<file path="config.mk">
export PLATFORM = sky130hd
export DESIGN_NAME = red_centroid_tracker
export DESIGN_NICKNAME = d
export VERILOG_FILES = /design/src/rtl/red_centroid_tracker_pkg.sv /design/src/rtl/red_centroid_tracker_divider.sv /design/src/rtl/red_centroid_tracker.sv
export SDC_FILE = /design/constraint.sdc
export NUM_CORES = 1
export LEC_CHECK = 0
export BUFFER_PORTS_ARGS = -buffer_cell sky130_fd_sc_hd__buf_2
export CAP_MARGIN = 5
export CELL_PAD_IN_SITES_DETAIL_PLACEMENT = 2
export CELL_PAD_IN_SITES_GLOBAL_PLACEMENT = 2
export CORE_MARGIN = 3
export CORE_UTILIZATION = 30
export DETAILED_ROUTE_END_ITERATION = 8
export PLACE_DENSITY_LB_ADDON = 0.1
export SYNTH_ARGS = -nofsm -noshare
export SYNTH_HDL_FRONTEND = slang
export SYNTH_SLANG_ARGS = --single-unit
</file>
<file path="constraint.sdc">
create_clock -name CLK -period 5.67 [get_ports CLK]
set_input_delay 1.134 -clock CLK [delete_from_list [all_inputs] [get_ports CLK]]
set_output_delay 1.134 -clock CLK [all_outputs]
set_load 0.005 [all_outputs]
</file>
<file path="src/rtl/red_centroid_tracker_pkg.sv">
// Shared widths, FSM encoding and red-pixel qualification for the centroid tracker.
package red_centroid_tracker_pkg;

   localparam int COORD_W = 16;
   localparam int CNT_W   = 20;
   localparam int SUM_W   = COORD_W + CNT_W;

   localparam logic [7:0]       R_TH_DEF    = 8'd160;
   localparam logic [7:0]       MARGIN_DEF  = 8'd40;
   localparam logic [CNT_W-1:0] MIN_PIX_DEF = 20'd64;

   localparam logic [1:0] ST_IDLE  = 2'd0;
   localparam logic [1:0] ST_DIV_X = 2'd1;
   localparam logic [1:0] ST_DIV_Y = 2'd2;
   localparam logic [1:0] ST_DONE  = 2'd3;

   // Margin sums are formed in 9 bits so G/B near 255 cannot wrap into a false hit.
   function automatic logic is_red(input logic       de,
                                   input logic       act,
                                   input logic [7:0] r,
                                   input logic [7:0] g,
                                   input logic [7:0] b,
                                   input logic [7:0] r_th,
                                   input logic [7:0] margin);
      logic [8:0] g_lim;
      logic [8:0] b_lim;
      g_lim = {1'b0, g} + {1'b0, margin};
      b_lim = {1'b0, b} + {1'b0, margin};
      return de & act & (r >= r_th) & ({1'b0, r} > g_lim) & ({1'b0, r} > b_lim);
   endfunction

endpackage

</file>
<file path="src/rtl/red_centroid_tracker_divider.sv">
// Restoring divider, one quotient bit per cycle MSB first; done pulses SUM_W cycles after start.
module seq_divider
   import red_centroid_tracker_pkg::*;
(
   input  logic               CLK,
   input  logic               RST,
   input  logic               start,
   input  logic [SUM_W-1:0]   dividend,
   input  logic [CNT_W-1:0]   divisor,
   output logic               done,
   output logic [COORD_W-1:0] quotient
);

   logic [CNT_W-1:0] div_q;
   logic [CNT_W-1:0] rem_q;
   logic [SUM_W-1:0] quo_q;
   logic [5:0]       iter_q;
   logic             run_q;

   logic [CNT_W-1:0] step_div;
   logic [CNT_W-1:0] step_rem_in;
   logic [SUM_W-1:0] step_quo_in;
   logic [CNT_W:0]   trial;
   logic [CNT_W:0]   diff;
   logic [CNT_W-1:0] step_rem;
   logic [SUM_W-1:0] step_quo;

   // The start cycle already performs the first iteration on the incoming operands.
   always_comb begin
      step_div    = start ? divisor  : div_q;
      step_rem_in = start ? '0       : rem_q;
      step_quo_in = start ? dividend : quo_q;
      trial       = {step_rem_in, step_quo_in[SUM_W-1]};
      diff        = trial - {1'b0, step_div};
      step_quo    = {step_quo_in[SUM_W-2:0], 1'b0};
      step_rem    = trial[CNT_W-1:0];
      if (trial >= {1'b0, step_div}) begin
         step_rem    = diff[CNT_W-1:0];
         step_quo[0] = 1'b1;
      end
   end

   always_ff @(posedge CLK) begin
      if (RST) begin
         div_q  <= '0;
         rem_q  <= '0;
         quo_q  <= '0;
         iter_q <= '0;
         run_q  <= 1'b0;
         done   <= 1'b0;
      end else begin
         done <= 1'b0;
         if (start) begin
            div_q  <= divisor;
            rem_q  <= step_rem;
            quo_q  <= step_quo;
            iter_q <= 6'd1;
            run_q  <= 1'b1;
         end else if (run_q) begin
            rem_q  <= step_rem;
            quo_q  <= step_quo;
            iter_q <= iter_q + 6'd1;
            if (iter_q == 6'(SUM_W - 1)) begin
               run_q <= 1'b0;
               done  <= 1'b1;
            end
         end
      end
   end

   // Mean never exceeds the largest coordinate, so the low 16 bits are the whole result.
   assign quotient = quo_q[COORD_W-1:0];

endmodule

</file>
<file path="src/rtl/red_centroid_tracker.sv">
// Accumulates red-pixel coordinates per frame and publishes the centroid after each frame start.
module red_centroid_tracker
   import red_centroid_tracker_pkg::*;
#(
   parameter logic [7:0]       R_TH    = R_TH_DEF,
   parameter logic [7:0]       MARGIN  = MARGIN_DEF,
   parameter logic [CNT_W-1:0] MIN_PIX = MIN_PIX_DEF
)
(
   input  logic               CLK,
   input  logic               RST,
   input  logic               VS,
   input  logic               DE,
   input  logic               ACTIV_C,
   input  logic [15:0]        H_CNT,
   input  logic [15:0]        V_CNT,
   input  logic [7:0]         R,
   input  logic [7:0]         G,
   input  logic [7:0]         B,
   output logic [COORD_W-1:0] CEN_X,
   output logic [COORD_W-1:0] CEN_Y,
   output logic [CNT_W-1:0]   PIX_CNT,
   output logic               FOUND,
   output logic               VALID,
   output logic               BUSY,
   output logic               OVERRUN
);

   logic             red;
   logic             fs;
   logic             r_vs;
   logic             snap_go;
   logic [SUM_W-1:0] sum_x;
   logic [SUM_W-1:0] sum_y;
   logic [CNT_W-1:0] cnt;
   logic [SUM_W-1:0] snap_y;
   logic [1:0]       state;
   logic [COORD_W-1:0] quo_x;

   logic               div_start;
   logic               div_done;
   logic [SUM_W-1:0]   div_dividend;
   logic [CNT_W-1:0]   div_divisor;
   logic [COORD_W-1:0] div_quo;

   assign red     = is_red(DE, ACTIV_C, R, G, B, R_TH, MARGIN);
   assign fs      = VS & ~r_vs;
   assign snap_go = fs & (state == ST_IDLE) & (cnt >= MIN_PIX);
   assign BUSY    = (state != ST_IDLE);

   // One divider serves both axes: X starts from the live sums, Y from the snapshot.
   assign div_start    = snap_go | ((state == ST_DIV_X) & div_done);
   assign div_dividend = (state == ST_IDLE) ? sum_x : snap_y;
   assign div_divisor  = (state == ST_IDLE) ? cnt : PIX_CNT;

   seq_divider u_div (
      .CLK      (CLK),
      .RST      (RST),
      .start    (div_start),
      .dividend (div_dividend),
      .divisor  (div_divisor),
      .done     (div_done),
      .quotient (div_quo)
   );

   // The pixel on the frame-start cycle seeds the new frame rather than closing the old one.
   always_ff @(posedge CLK) begin
      if (RST) begin
         r_vs  <= 1'b0;
         sum_x <= '0;
         sum_y <= '0;
         cnt   <= '0;
      end else begin
         r_vs <= VS;
         if (fs) begin
            sum_x <= red ? {{(SUM_W-16){1'b0}}, H_CNT} : '0;
            sum_y <= red ? {{(SUM_W-16){1'b0}}, V_CNT} : '0;
            cnt   <= {{(CNT_W-1){1'b0}}, red};
         end else if (red && (cnt != '1)) begin
            sum_x <= sum_x + {{(SUM_W-16){1'b0}}, H_CNT};
            sum_y <= sum_y + {{(SUM_W-16){1'b0}}, V_CNT};
            cnt   <= cnt + 1'b1;
         end
      end
   end

   always_ff @(posedge CLK) begin
      if (RST) begin
         state   <= ST_IDLE;
         snap_y  <= '0;
         quo_x   <= '0;
         CEN_X   <= '0;
         CEN_Y   <= '0;
         PIX_CNT <= '0;
         FOUND   <= 1'b0;
         VALID   <= 1'b0;
         OVERRUN <= 1'b0;
      end else begin
         VALID <= 1'b0;
         if (fs && (state != ST_IDLE)) OVERRUN <= 1'b1;
         case (state)
            ST_IDLE: begin
               if (fs) begin
                  PIX_CNT <= cnt;
                  snap_y  <= sum_y;
                  if (cnt >= MIN_PIX) begin
                     FOUND <= 1'b1;
                     state <= ST_DIV_X;
                  end else begin
                     FOUND <= 1'b0;
                     VALID <= 1'b1;
                  end
               end
            end
            ST_DIV_X: begin
               if (div_done) begin
                  quo_x <= div_quo;
                  state <= ST_DIV_Y;
               end
            end
            ST_DIV_Y: begin
               if (div_done) state <= ST_DONE;
            end
            default: begin
               CEN_X <= quo_x;
               CEN_Y <= div_quo;
               VALID <= 1'b1;
               state <= ST_IDLE;
            end
         endcase
      end
   end

endmodule
</file>
==> results by group <==
GRT
  – Gr usage total: 19.2%
  – Vias in the first global route: 14478
  – Initial antenna violation count: 1
  – Pin count of the biggest net entering global routing: 76
  – Total congestion overflow: 0
  – First-pass GRT wire length: 82600 um

Placement
  – DP Wirelength: 35900 um
  – Input/output buffers: 116
  – Placed cells: 2510
  – RePlAce Congestion: 0.788
  – Placement Setup Slack: 0.566 ns

Timing
  – Pins Over Slew Limit: 0
  – RSZ-0062 raised after global routing: false
  – Setup TNS: 0 ns
  – Final setup skew: 0.0149 ns
  – Max Fclk: 215 MHz
  – Worst slew pin tran: 1.05 ns
  – Fin crit share: 82.1%
  – Setup violations, final: 0
  – Setup slack after layout: 1.01 ns
  – Period minus WS final: 4.66 ns
  – Worst slew margin: 30.3%
  – Final hold vios: 0

Floorplan
  – Rows: 81
  – Die footprint: 53200 um2
  – Initial Util: 30.7%
  – Ports: 117
  – Die extent in x: 231 um
  – Core ar.: 49400 um2
  – Die Span Y: 231 um

Worst setup path
  – Element type at the critical path start: flop
  – Worst-case reg-to-reg path depth: 15
  – Crit path max-delay cell type: o21a_4
  – Slowest Stage Delay on Critical Path: 0.49 ns
  – Arr. time, crit path: 5.06 ns
  – CP required: 6.07 ns
  – Peak fanout along the critical path: 50
  – Critical path, cell by cell: nor4_2 > and4_4 > o21a_4 > nor2_1 > a21oi_1 > fa_1 > a21oi_1 > maj3_1 > o311ai_0 > nand3_1 > a31oi_1 > a21boi_0 > o21bai_1 > xnor2_1 > o22ai_1
  – Top cell by count, worst path: a21oi_1
  – CP Depth: 15
  – CP bufs+invs: 0
  – Worst setup path category: reg2reg
  – Critical path's top delay family: compound AO/OA/AOI/OAI gates
  – CP Capture Type: flop

Route
  – Detailed Route WL: 51400 um
  – Vias: 13489
  – DR iter-0 viols: 505
  – DRC Markers: 0
  – TritonRoute pass-1 iters: 4
  – WL per Instance: 20.0 um
  – Routed Antenna Nets: 0
  – Vias per cell: 5.24

CTS
  – Post-CTS sizing: 0
  – CTS tree: done
  – H-Tree Depth: 2
  – Num CTS Buffers: 37
  – CTS Hold Bufs: 0
  – Post-CTS Setup Inserts: 0
  – Worst-Skew Late Latency: 0.54 ns
  – Clock root cell: clkbuf_16
  – CTS Sinks: 286
  – Clock transition at the registers of the reported paths: 0.06 ns
  – CTS Buffer Depth: 3

Layout
  – NumNets Final: 2024
  – Area of the multi-input gates: 8890 um2
  – Final core occ: 35.5%
  – Fill cell count: 5578
  – Share of post-route cells with drive strength above 1: 11.7%
  – FF/Latch Area: 5730 um2
  – Final Non-Filler Cells: 2573
  – Area grow syn2layout: 15.8%
  – Number of antenna diodes: 0

Hold path
  – Min-Delay Path Class: reg2reg
  – Worst hold stages: 2

Power and ir drop
  – Peak VDD IR: 173 uV
  – Static Leakage: 6.97 nW
  – PwrDens: 281 nW/um2

Logic synthesis
  – Async S/R FF share, synth: 0%
  – Top FF cell, synth: dfxtp_1
  – Synthesized instance count: 1812
  – Number of flops mapped to enable cells by yosys: 0
  – Synth Register Bits: 286
  – Ys Warns: 0
  – Cell Area, Synth: 15100 um2
  – Yosys cell types: 72
  – Syn nets: 1951
  – Sequential fraction of the synthesis area: 37.8%
  – Syn Area/Cell: 8.35 um2

Flow run
  – Max cap viols: 0

Status
  – Status: finished clean
## per-stage QoR
step	area, um2	total power (W)	hold slack [ns]
after global placement	16400	0.00274	0.443
after floorplan	15100	0.00254	0.432
final	17500	0.00492	0.454
after detailed placement	16400	0.00276	0.449
after global routing	17500	0.00517	0.470
after CTS	17500	0.00502	0.457
## state kept, by name, summed over array words and instances (netlist names), 2 cells and up
register and cells:
CEN_X 16, CEN_Y 16, PIX_CNT 20, cnt 20
quo_x 16, snap_y 36, state 2, sum_x 36
sum_y 36, u_div.div_q 20, u_div.iter_q 6, u_div.quo_q 36
u_div.rem_q 20
## synth_stat cells (5+ instances only)
master,n,area (um2)
a41o_1,5,50.1
and2_1,25,156
o21ai_1,11,55.1
or3_1,16,100
a221oi_1,18,158
nand2_1,211,792
and3_1,16,100
ha_1,75,938
a21o_1,26,195
o21a_1,14,105
a31oi_1,16,100
a211oi_1,90,676
xor2_1,46,403
o22ai_1,10,62.6
a21oi_1,152,761
nor3_1,49,245
buf_1,19,71.3
buf_2,13,65.1
o21ai_0,36,180
o2111ai_1,5,43.8
a311oi_1,15,131
mux2i_1,97,971
nand4_1,23,144
nor2b_1,52,325
dfxtp_1,286,5730
nor2_1,202,758
nand3_1,23,115
o211ai_1,8,60.1
nand2b_1,12,75.1
xnor2_1,45,394
clkbuf_1,81,304
nor4_1,7,43.8
inv_1,37,139
## worst paths after layout
| check | start | slack (ns) | endpoint |
|---|---|---|---|
| worst max-delay path | cnt[8]$_SDFFE_PP0P_ | 1.01 | u_div.rem_q[16]$_SDFFE_PP0P_ |
| worst min-delay path | snap_y[31]$_SDFFE_PP0P_ | 0.45 | snap_y[31]$_SDFFE_PP0P_ |
| worst max register to register | cnt[8]$_SDFFE_PP0P_ | 1.01 | u_div.rem_q[16]$_SDFFE_PP0P_ |
| worst min register to register | snap_y[31]$_SDFFE_PP0P_ | 0.45 | snap_y[31]$_SDFFE_PP0P_ |
## area by class of cell
class / count / area share (%)
multi-input combinational: 1376 / 50.7
sequential: 286 / 32.7
clock buffer: 54 / 5.88
timing repair buffer: 147 / 4.75
tap: 664 / 4.74
inverter: 37 / 0.792
clock inverter: 9 / 0.443
## placed cells by master, fill, tap and decap left out, types with 6 or more instances in the layout
master | Yosys | layout
dfxtp_1 | 286 | 285
nand2_1 | 211 | 210
nor2_1 | 202 | 200
a21oi_1 | 152 | 151
buf_2 | 13 | 115
mux2i_1 | 97 | 97
a211oi_1 | 90 | 90
ha_1 | 75 | 73
nor2b_1 | 52 | 51
nor3_1 | 49 | 49
xor2_1 | 46 | 46
xnor2_1 | 45 | 45
inv_1 | 37 | 37
clkbuf_16 | 0 | 37
o21ai_0 | 36 | 36
buf_4 | 0 | 30
a21o_1 | 26 | 26
and2_1 | 25 | 25
nand4_1 | 23 | 23
nand3_1 | 23 | 23
a221oi_1 | 18 | 18
and3_1 | 16 | 16
a31oi_1 | 16 | 16
or3_1 | 16 | 16
a311oi_1 | 15 | 15
o21a_1 | 14 | 14
clkbuf_1 | 81 | 13
nand2b_1 | 12 | 11
o21ai_1 | 11 | 10
o22ai_1 | 10 | 10
o211ai_1 | 8 | 8
nor4_1 | 7 | 7
clkinv_2 | 0 | 6
## cell families (layout without fill, tap and decap cells)
kind of cell	after synthesis	after routing	synth area share [%]
DFF	286	286	37.8
adders and majority gates	81	81	6.79
xor gates and xnor gates	91	91	5.27
AOI/OAI and AO/OA	445	445	19.5
and+or+nand+nor	662	662	20.4
buffers and inverters	150	247	3.83
muxes	97	97	6.41
## report_power, final
part	switching (W)	internal (W)
clock	0.000913	0.00130
combinational	0.000409	0.000235
sequential	0.0000250	0.00204
total	0.00135	0.00358
## layer usage
layer | vias up | track usage [%] | part of all wire, %
met3 | 59 | 2.37 | 2.5
met1 | 6707 | 26.6 | 49
met5 | - | 0 | 0
met4 | 0 | 4.55 | 1.8
li1 | 6597 | - | -
met2 | 126 | 31.8 | 46
## tightest hold or removal path, delay by kind of cell (launching register included)
kind            cells  cell delay [ns]
compound gates      1             0.05
flops               1             0.30
simple gates        1             0.05
Power figures use the tool's default switching activity.
